$ cat src/rtl/fpu_norm_pkg.sv
// Shared types for the FPU normalise pipeline: result struct and width helper.
package fpu_norm_pkg;

  localparam int unsigned NORM_N    = 64;
  localparam int unsigned NORM_TAGW = 8;

  function automatic int unsigned clz_w(input int unsigned n);
    return $clog2(n) + 1;
  endfunction

  localparam int unsigned NORM_LZW = clz_w(NORM_N);

  typedef struct packed {
    logic [NORM_N-1:0]    mant;
    logic [NORM_LZW-1:0]  lz;
    logic                 zero;
    logic [NORM_TAGW-1:0] tag;
  } norm_res_t;

endpackage

$ cat src/rtl/lzc_tree.sv
// Combinational leading-zero counter built by recursive halving; all-zero gives N.
module lzc_tree #(
  parameter int N = 64,
  parameter int M = $clog2(N)
) (
  input  logic [N-1:0] in_bits,
  output logic [M:0]   lz
);

  generate
    if (N == 2) begin : g_leaf
      always_comb begin
        lz = 2'd2;
        if (in_bits[1])      lz = 2'd0;
        else if (in_bits[0]) lz = 2'd1;
      end
    end else begin : g_node
      localparam int H  = N / 2;
      localparam int MH = $clog2(H);

      logic [MH:0] lz_hi;
      logic [MH:0] lz_lo;

      lzc_tree #(.N(H), .M(MH)) u_hi (.in_bits(in_bits[N-1:H]), .lz(lz_hi));
      lzc_tree #(.N(H), .M(MH)) u_lo (.in_bits(in_bits[H-1:0]), .lz(lz_lo));

      // Upper half empty: result is H + lz_lo, which fits as {carry, ~carry, low bits}.
      always_comb begin
        if (lz_hi[MH]) lz = {lz_lo[MH], ~lz_lo[MH], lz_lo[MH-1:0]};
        else           lz = {1'b0, lz_hi};
      end
    end
  endgenerate

endmodule

$ cat src/rtl/normalize_pipe.sv
// Two-stage leading-zero count and left-normalise with valid/ready backpressure.
module normalize_pipe
  import fpu_norm_pkg::*;
#(
  parameter int N    = 64,
  parameter int M    = $clog2(N),
  parameter int TAGW = 8
) (
  input  logic            clk,
  input  logic            rst,
  input  logic            flush,
  input  logic            in_valid,
  output logic            in_ready,
  input  logic [N-1:0]    in_mant,
  input  logic [TAGW-1:0] in_tag,
  output logic            out_valid,
  input  logic            out_ready,
  output logic [N-1:0]    out_mant,
  output logic [M:0]      out_lz,
  output logic            out_zero,
  output logic [TAGW-1:0] out_tag
);

  logic            s1_valid;
  logic            s2_valid;
  logic [N-1:0]    s1_mant;
  logic [TAGW-1:0] s1_tag;
  logic [M:0]      s1_lz;
  logic [M:0]      lz1_next;
  logic [N-1:0]    mant2;
  logic [N-1:0]    shift_lvl [0:M];
  norm_res_t       s2;

  logic s2_adv;
  logic s1_adv;
  logic accept;

  assign s2_adv   = !s2_valid || out_ready;
  assign s1_adv   = !s1_valid || s2_adv;
  assign in_ready = s1_adv;
  assign accept   = in_valid && in_ready && !flush;

  lzc_tree #(.N(N), .M(M)) u_lzc (.in_bits(in_mant), .lz(lz1_next));

  // Log shifter: level k shifts by 2**k when bit k of the count is set.
  always_comb begin
    shift_lvl[0] = s1_mant;
    for (int k = 0; k < M; k++) begin
      shift_lvl[k+1] = s1_lz[k] ? (shift_lvl[k] << (2**k)) : shift_lvl[k];
    end
    mant2 = s1_lz[M] ? '0 : shift_lvl[M];
  end

  always_ff @(posedge clk or posedge rst) begin
    if (rst) begin
      s1_valid <= 1'b0;
      s2_valid <= 1'b0;
    end else if (flush) begin
      s1_valid <= 1'b0;
      s2_valid <= 1'b0;
    end else begin
      if (s2_adv) s2_valid <= s1_valid;
      if (s1_adv) s1_valid <= accept;
    end
  end

  // Data registers follow the advance enables only; valid bits decide what is real.
  always_ff @(posedge clk or posedge rst) begin
    if (rst) begin
      s1_mant <= '0;
      s1_tag  <= '0;
      s1_lz   <= '0;
    end else if (s1_adv) begin
      s1_mant <= in_mant;
      s1_tag  <= in_tag;
      s1_lz   <= lz1_next;
    end
  end

  always_ff @(posedge clk or posedge rst) begin
    if (rst) begin
      s2 <= '0;
    end else if (s2_adv) begin
      s2.mant <= mant2;
      s2.lz   <= s1_lz;
      s2.zero <= s1_lz[M];
      s2.tag  <= s1_tag;
    end
  end

  assign out_valid = s2_valid;
  assign out_mant  = s2.mant;
  assign out_lz    = s2.lz;
  assign out_zero  = s2.zero;
  assign out_tag   = s2.tag;

endmodule

$ cat config.mk
export PLATFORM = sky130hd
export DESIGN_NAME = normalize_pipe
export DESIGN_NICKNAME = d
export VERILOG_FILES = /design/src/rtl/fpu_norm_pkg.sv /design/src/rtl/lzc_tree.sv /design/src/rtl/normalize_pipe.sv
export SDC_FILE = /design/constraint.sdc
export NUM_CORES = 1
export LEC_CHECK = 0
export CAP_MARGIN = 0
export CORE_ASPECT_RATIO = 0.9
export CORE_MARGIN = 3
export CORE_UTILIZATION = 45
export CTS_CLUSTER_SIZE = 16
export DETAILED_ROUTE_END_ITERATION = 8
export DONT_BUFFER_PORTS = 1
export PLACE_DENSITY = 0.68
export SLEW_MARGIN = 5
export SYNTH_ARGS = -nofsm -noshare
export SYNTH_HDL_FRONTEND = slang
export SYNTH_SLANG_ARGS = --single-unit
$ cat constraint.sdc
create_clock -name clk -period 11.2 [get_ports clk]
set_clock_uncertainty 0.05 [all_clocks]
set_input_delay 2.24 -clock clk [delete_from_list [all_inputs] [get_ports clk]]
set_output_delay 2.24 -clock clk [all_outputs]
set_load 0.05 [all_outputs]
-- Yosys cells after proc, flatten, opt, wreduce, memory -nomap -nowiden
Cells that the tools add are included.
- bits in registers: 161
- bits of input ports: 77
- output and inout bits: 82
- logic and storage cells: 155
- mux-type cells: 106
- bitwise gates (word level): 31
- reduce and logical (&&, ||, !) cells: 9
- operators with widths (operator ; count):
    $mux W64 ; 7
    $mux W2 ; 64
    $mux W3 ; 16
    $mux W4 ; 8
    $not A1 Y1 ; 31
    $mux W5 ; 4
    $mux W6 ; 2
    $mux W7 ; 1
    $mux W1 ; 4
    $reduce_bool A2 Y1 ; 2
    $logic_not A1 Y1 ; 3
    $logic_and A1 B1 Y1 ; 2
    $logic_or A1 B1 Y1 ; 2

-- Longest topological paths before layout
- word-level depth: 12
- gate-level depth with buffers: 10
- mapped depth without buffers: 6

-- By module
A second synthesis with hierarchy kept.
- cell total of the unflattened synthesis: 1072
- area total of the unflattened synthesis: 12265.5 um^2
- by module, submodules not included (module ; times used ; cells each ; area an instance (um^2) ; seq. area each (um^2)):
    normalize_pipe ; 1 ; 888 ; 10585.2 ; 4003.8
    lzc_tree (u_lzc.g_node.u_hi.g_node.u_hi.g_node.u_hi.g_node.u_hi.g_node.u_hi ...) ; 32 ; 2 ; 17.5 ; 0.0
    lzc_tree (u_lzc.g_node.u_hi.g_node.u_hi.g_node.u_hi.g_node.u_hi ...) ; 16 ; 3 ; 27.5 ; 0.0
    lzc_tree (u_lzc.g_node.u_hi.g_node.u_hi.g_node.u_hi ...) ; 8 ; 4 ; 35.0 ; 0.0
    lzc_tree (u_lzc.g_node.u_hi.g_node.u_hi ...) ; 4 ; 5 ; 46.3 ; 0.0
    lzc_tree (u_lzc.g_node.u_hi ...) ; 2 ; 6 ; 57.6 ; 0.0
    lzc_tree (u_lzc) ; 1 ; 8 ; 98.8 ; 0.0

-- Least setup slack after synthesis
OpenSTA, ideal clock, no wires.
- path kind: input-to-output
- from: input out_ready
- to: output in_ready
- data arrival time: 3.393 ns
- required time: 8.910 ns
- path slack: 5.517 ns
- cell stages on the path: 6
- buffers on the path: 3
- cells stage by stage: nor2b_1 -> clkbuf_1 -> and2_1 -> clkbuf_1 -> inv_1 -> clkbuf_1
- cells in the longest elaborated chain, start to end: 2
- RTL lines (what ; line ; text):
    start: declaration ; normalize_pipe.sv:17 ; input logic out_ready,
    $logic_or A1 B1 Y1 ; normalize_pipe.sv:38 ; assign s2_adv = !s2_valid || out_ready;
    $logic_or A1 B1 Y1 ; normalize_pipe.sv:39 ; assign s1_adv = !s1_valid || s2_adv;
    end: declaration ; normalize_pipe.sv:13 ; output logic in_ready,
Every way passes these cells.

-- Worst setup path after layout
Ends and elaborated chain as after synthesis.

==> results.txt <==
The worst setup path is captured at an output pin. The worst hold path begins at s1_tag[0]. TritonCTS built the clock tree. The count of routing violations after the opening detailed-route iteration is 1129.

The highest ir drop seen on vdd came out at 0.0728 mV. Cells fill 49.1% of the core in the end. The net total in the final layout is 1145. The unique cell type count in the Yosys netlist is 62. The final number of max-transition violations came to 0. The arrival time at the worst endpoint came out at 4.08 ns. The start of the worst register-to-register path is s1_lz[2]. The areal power density over the cells came out at 159 mW/mm2. The clock root buffer is clkbuf_16. The floorplan step set the die height to 148 um. Cells with a size suffix above 1 make up 12.2% of the layout. 0 antenna diodes ended up in the layout. The synthesis warning total is 0. The relative slew slack came out at 27.2%.

The path with the worst hold slack has its endpoint at s1_tag[0]. The total overflow reported by the global router came out at 0. The count of final hold-check violations was 0. The instance count of the mapped netlist came out at 1123. After routing, the total negative slack on setup checks comes to 0 ns. After detailed routing, the total wire length is 31.9 mm. The number of detailed-routing iterations run before antenna repair is 6. The number of flip-flops and latches in the synthesized netlist came out at 160. After detailed routing, the average wire length per cell comes to 23.3 um. The worst setup path is launched from an input port.

The post-DP HPWL came out at 23.1 mm. Counting the fill cells in the layout gives 2083. The sequential cell area fraction in the yosys report is 39.9%. The count of cells in the finished layout, fillers not included, comes to 1371. The total setup buffers inserted after CTS came out at 0. The number of cell rows came out at 51. The initial core utilization came out at 46.2%. Max-cap violations in this run came to 0. The number of H-tree levels came out at 4. The number of global-route vias before repair was 8207. The worst reg-to-reg path cell count came out at 4.

The worst register-to-register path has a setup slack of 7.56 ns. The clock period minus final worst setup slack is 6.37 ns. The biggest fanout along the worst timing path is 90. At the end of routability-driven placement, the weighted congestion stood at 0.948. The number of hold buffers added after CTS was 0.

The standard cell core area came out at 0.0218 mm2. Yosys mapped a number of flops with a built-in enable equal to 0. The die outline width is 163 um. The startpoint-to-endpoint class of the critical path is in -> out. The worst endpoint required time is 8.91 ns. For this run, asynchronously set or reset flops after synthesis account for 100%. The number of gates given a new drive strength after cts is 0. The number of placed instances, taps included is 1340. The worst hold path passes through 2 cells. The number of sinks handled by clock tree synthesis came out at 160. The slew at the pin closest to its max-slew limit is 1.09 ns. For this block, the via count after detailed routing is 8853. Clock latency on the worst-skew pair, taken at its later pin, is 0.43 ns. 159 I/O pins were placed.

The number of buffers between clock root and the deepest sink came out at 2. The combined global-route utilization of all metal layers is 26.1%. Setup repair after global routing left no endpoint under its margin. The synthesized area per cell is 8.95 um2. In this run the remaining antenna-violating nets after routing total 0. The maximum number of pins on one net before global-route repair is 91. The number of setup violations in the final report is 0. In the routed layout, each cell is associated on average with a via count of 6.46. In the synthesized netlist the dominant register cell turns out to be dfrtp_1. Counting the buffers created by CTS gives 17. The number of antenna violations at the first check in global routing came out at 1. The peak clock frequency supported by timing is 157 MHz.

The path class of the tightest hold or removal check is reg -> reg. After clock tree synthesis, the clock-pin slew on the worst setup and hold paths is 0.06 ns. The endpoint of the lowest-slack register-to-register path is out_mant[52]. The net count after synthesis is 1200. The flow ran to the end, and the final reports show no timing, DRC or antenna violations. The count of buffers inserted at the top-level ports came out at 0. Relative to the synthesized area, the layout overhead comes to 6.43%. The share of the cycle needed by the critical path after routing is 56.9%. The global-route wire length before repair is 49.1 mm. The static leakage came out at 4.52 nW. The number of design rule violations left after detail routing is 0. The die area is 0.0242 mm2.

The synthesized netlist occupies a cell area of 0.0100 mm2.
==> cells in the final DEF (no fill, tap or decap), types with 13 or more instances in the layout <==
cell,count
dfrtp_1,158
o22ai_1,33
nor2_1,90
a21oi_1,39
nor4_1,18
nor3_1,19
o21ai_0,57
o221ai_1,24
mux2_2,50
mux4_2,24
inv_1,13
o211ai_1,13
clkbuf_16,17
a22oi_1,29
mux2i_1,64
nand2_1,270
==> state kept, by name, indices dropped and copies added, names as in the netlist <==
signal,count
out_lz,7
out_mant,64
out_tag,8
out_valid,1
s1_lz,7
s1_mant,64
s1_tag,8
s1_valid,1
==> kinds of logic after synthesis <==
logic type	share of synthesized area, %
AOI/OAI and AO/OA	19.6
DFF	39.9
and+or+nand+nor	18.3
muxes	17.7
buffers and inverters	4.57
==> synth_stat cells, types with 3 or more instances <==
cell type / number / area [um2]
a211oi_1: 12 / 90.1
a21oi_1: 39 / 195
a221o_1: 12 / 120
a221oi_1: 12 / 105
a22o_1: 12 / 105
a22oi_1: 29 / 218
a32o_1: 3 / 30.0
a32oi_1: 3 / 26.3
and2_1: 4 / 25.0
buf_1: 6 / 22.5
buf_2: 6 / 30.0
buf_4: 3 / 22.5
buf_6: 6 / 67.6
clkbuf_1: 62 / 233
dfrtp_1: 160 / 4000
inv_1: 15 / 56.3
mux2_2: 50 / 563
mux2i_1: 64 / 641
mux4_2: 24 / 541
nand2_1: 270 / 1010
nand2b_1: 5 / 31.3
nand3_1: 7 / 35.0
nand4_1: 3 / 18.8
nor2_1: 91 / 342
nor2b_1: 9 / 56.3
nor3_1: 19 / 95.1
nor4_1: 19 / 119
o211ai_1: 13 / 97.6
o21ai_0: 57 / 285
o221a_2: 4 / 45.0
o221ai_1: 24 / 210
o22ai_1: 33 / 206
o31ai_1: 3 / 22.5
or2_2: 3 / 18.8
or3_1: 3 / 18.8
or4_1: 6 / 45.0
==> how the worst max path moves through the flow <==
stage,cells after the start,end,slack [ns],from
floorplan,1,out_lz[0],4.59,rst
global placement,5,in_ready,4.83,out_ready
detailed placement,5,in_ready,4.82,out_ready
CTS,5,in_ready,4.80,out_ready
global route,5,in_ready,4.65,out_ready
finish,5,in_ready,4.83,out_ready
==> metal layers <==
layer / share of wire [%] / wire (um) / vias to the layer above / GRT usage [%]
met5: 0.041 / 13 / - / 0
met4: 1.8 / 578 / 2 / 5.67
met3: 10 / 3340 / 43 / 8.07
met2: 43 / 13800 / 487 / 38.2
met1: 44 / 14100 / 4293 / 38.3
li1: - / - / 4028 / -
==> through the flow <==
| stage | area [um2] | hold slack (ns) | setup slack, ns | power (W) |
|---|---|---|---|---|
| 3_5_place_dp | 10100 | 0.407 | 4.82 | 0.00112 |
| 4_1_cts | 10700 | 0.422 | 4.80 | 0.00170 |
| 3_3_place_gp | 10100 | 0.399 | 4.83 | 0.00111 |
| 5_1_grt | 10700 | 0.449 | 4.65 | 0.00176 |
| 2_1_floorplan | 10000 | 0.385 | 4.59 | 0.00103 |
| 6_report | 10700 | 0.417 | 4.83 | 0.00170 |
==> cell type report <==
class / count / area (um2) / area share, %
repair buffers: 10 / 75.1 / 0.702
clock inverters: 9 / 110 / 1.03
clock buffers: 22 / 464 / 4.34
flip-flops and latches: 160 / 4010 / 37.5
inverters: 17 / 68.8 / 0.644
multi-input cells: 862 / 5600 / 52.4
well taps: 291 / 364 / 3.41
==> worst max-delay path, cell delays in order <==
cell and delay [ns]:
nor2b_4 0.07, buf_4 0.71, and2_2 0.62, inv_2 0.04, buf_4 0.35
==> power by group <==
part,internal [W],leakage [nW],switching [W]
registers,0.000631,1.90,0.000199
logic,0.000113,2.36,0.000173
clock network,0.000339,0.272,0.000244
Power figures use the tool's default switching activity.
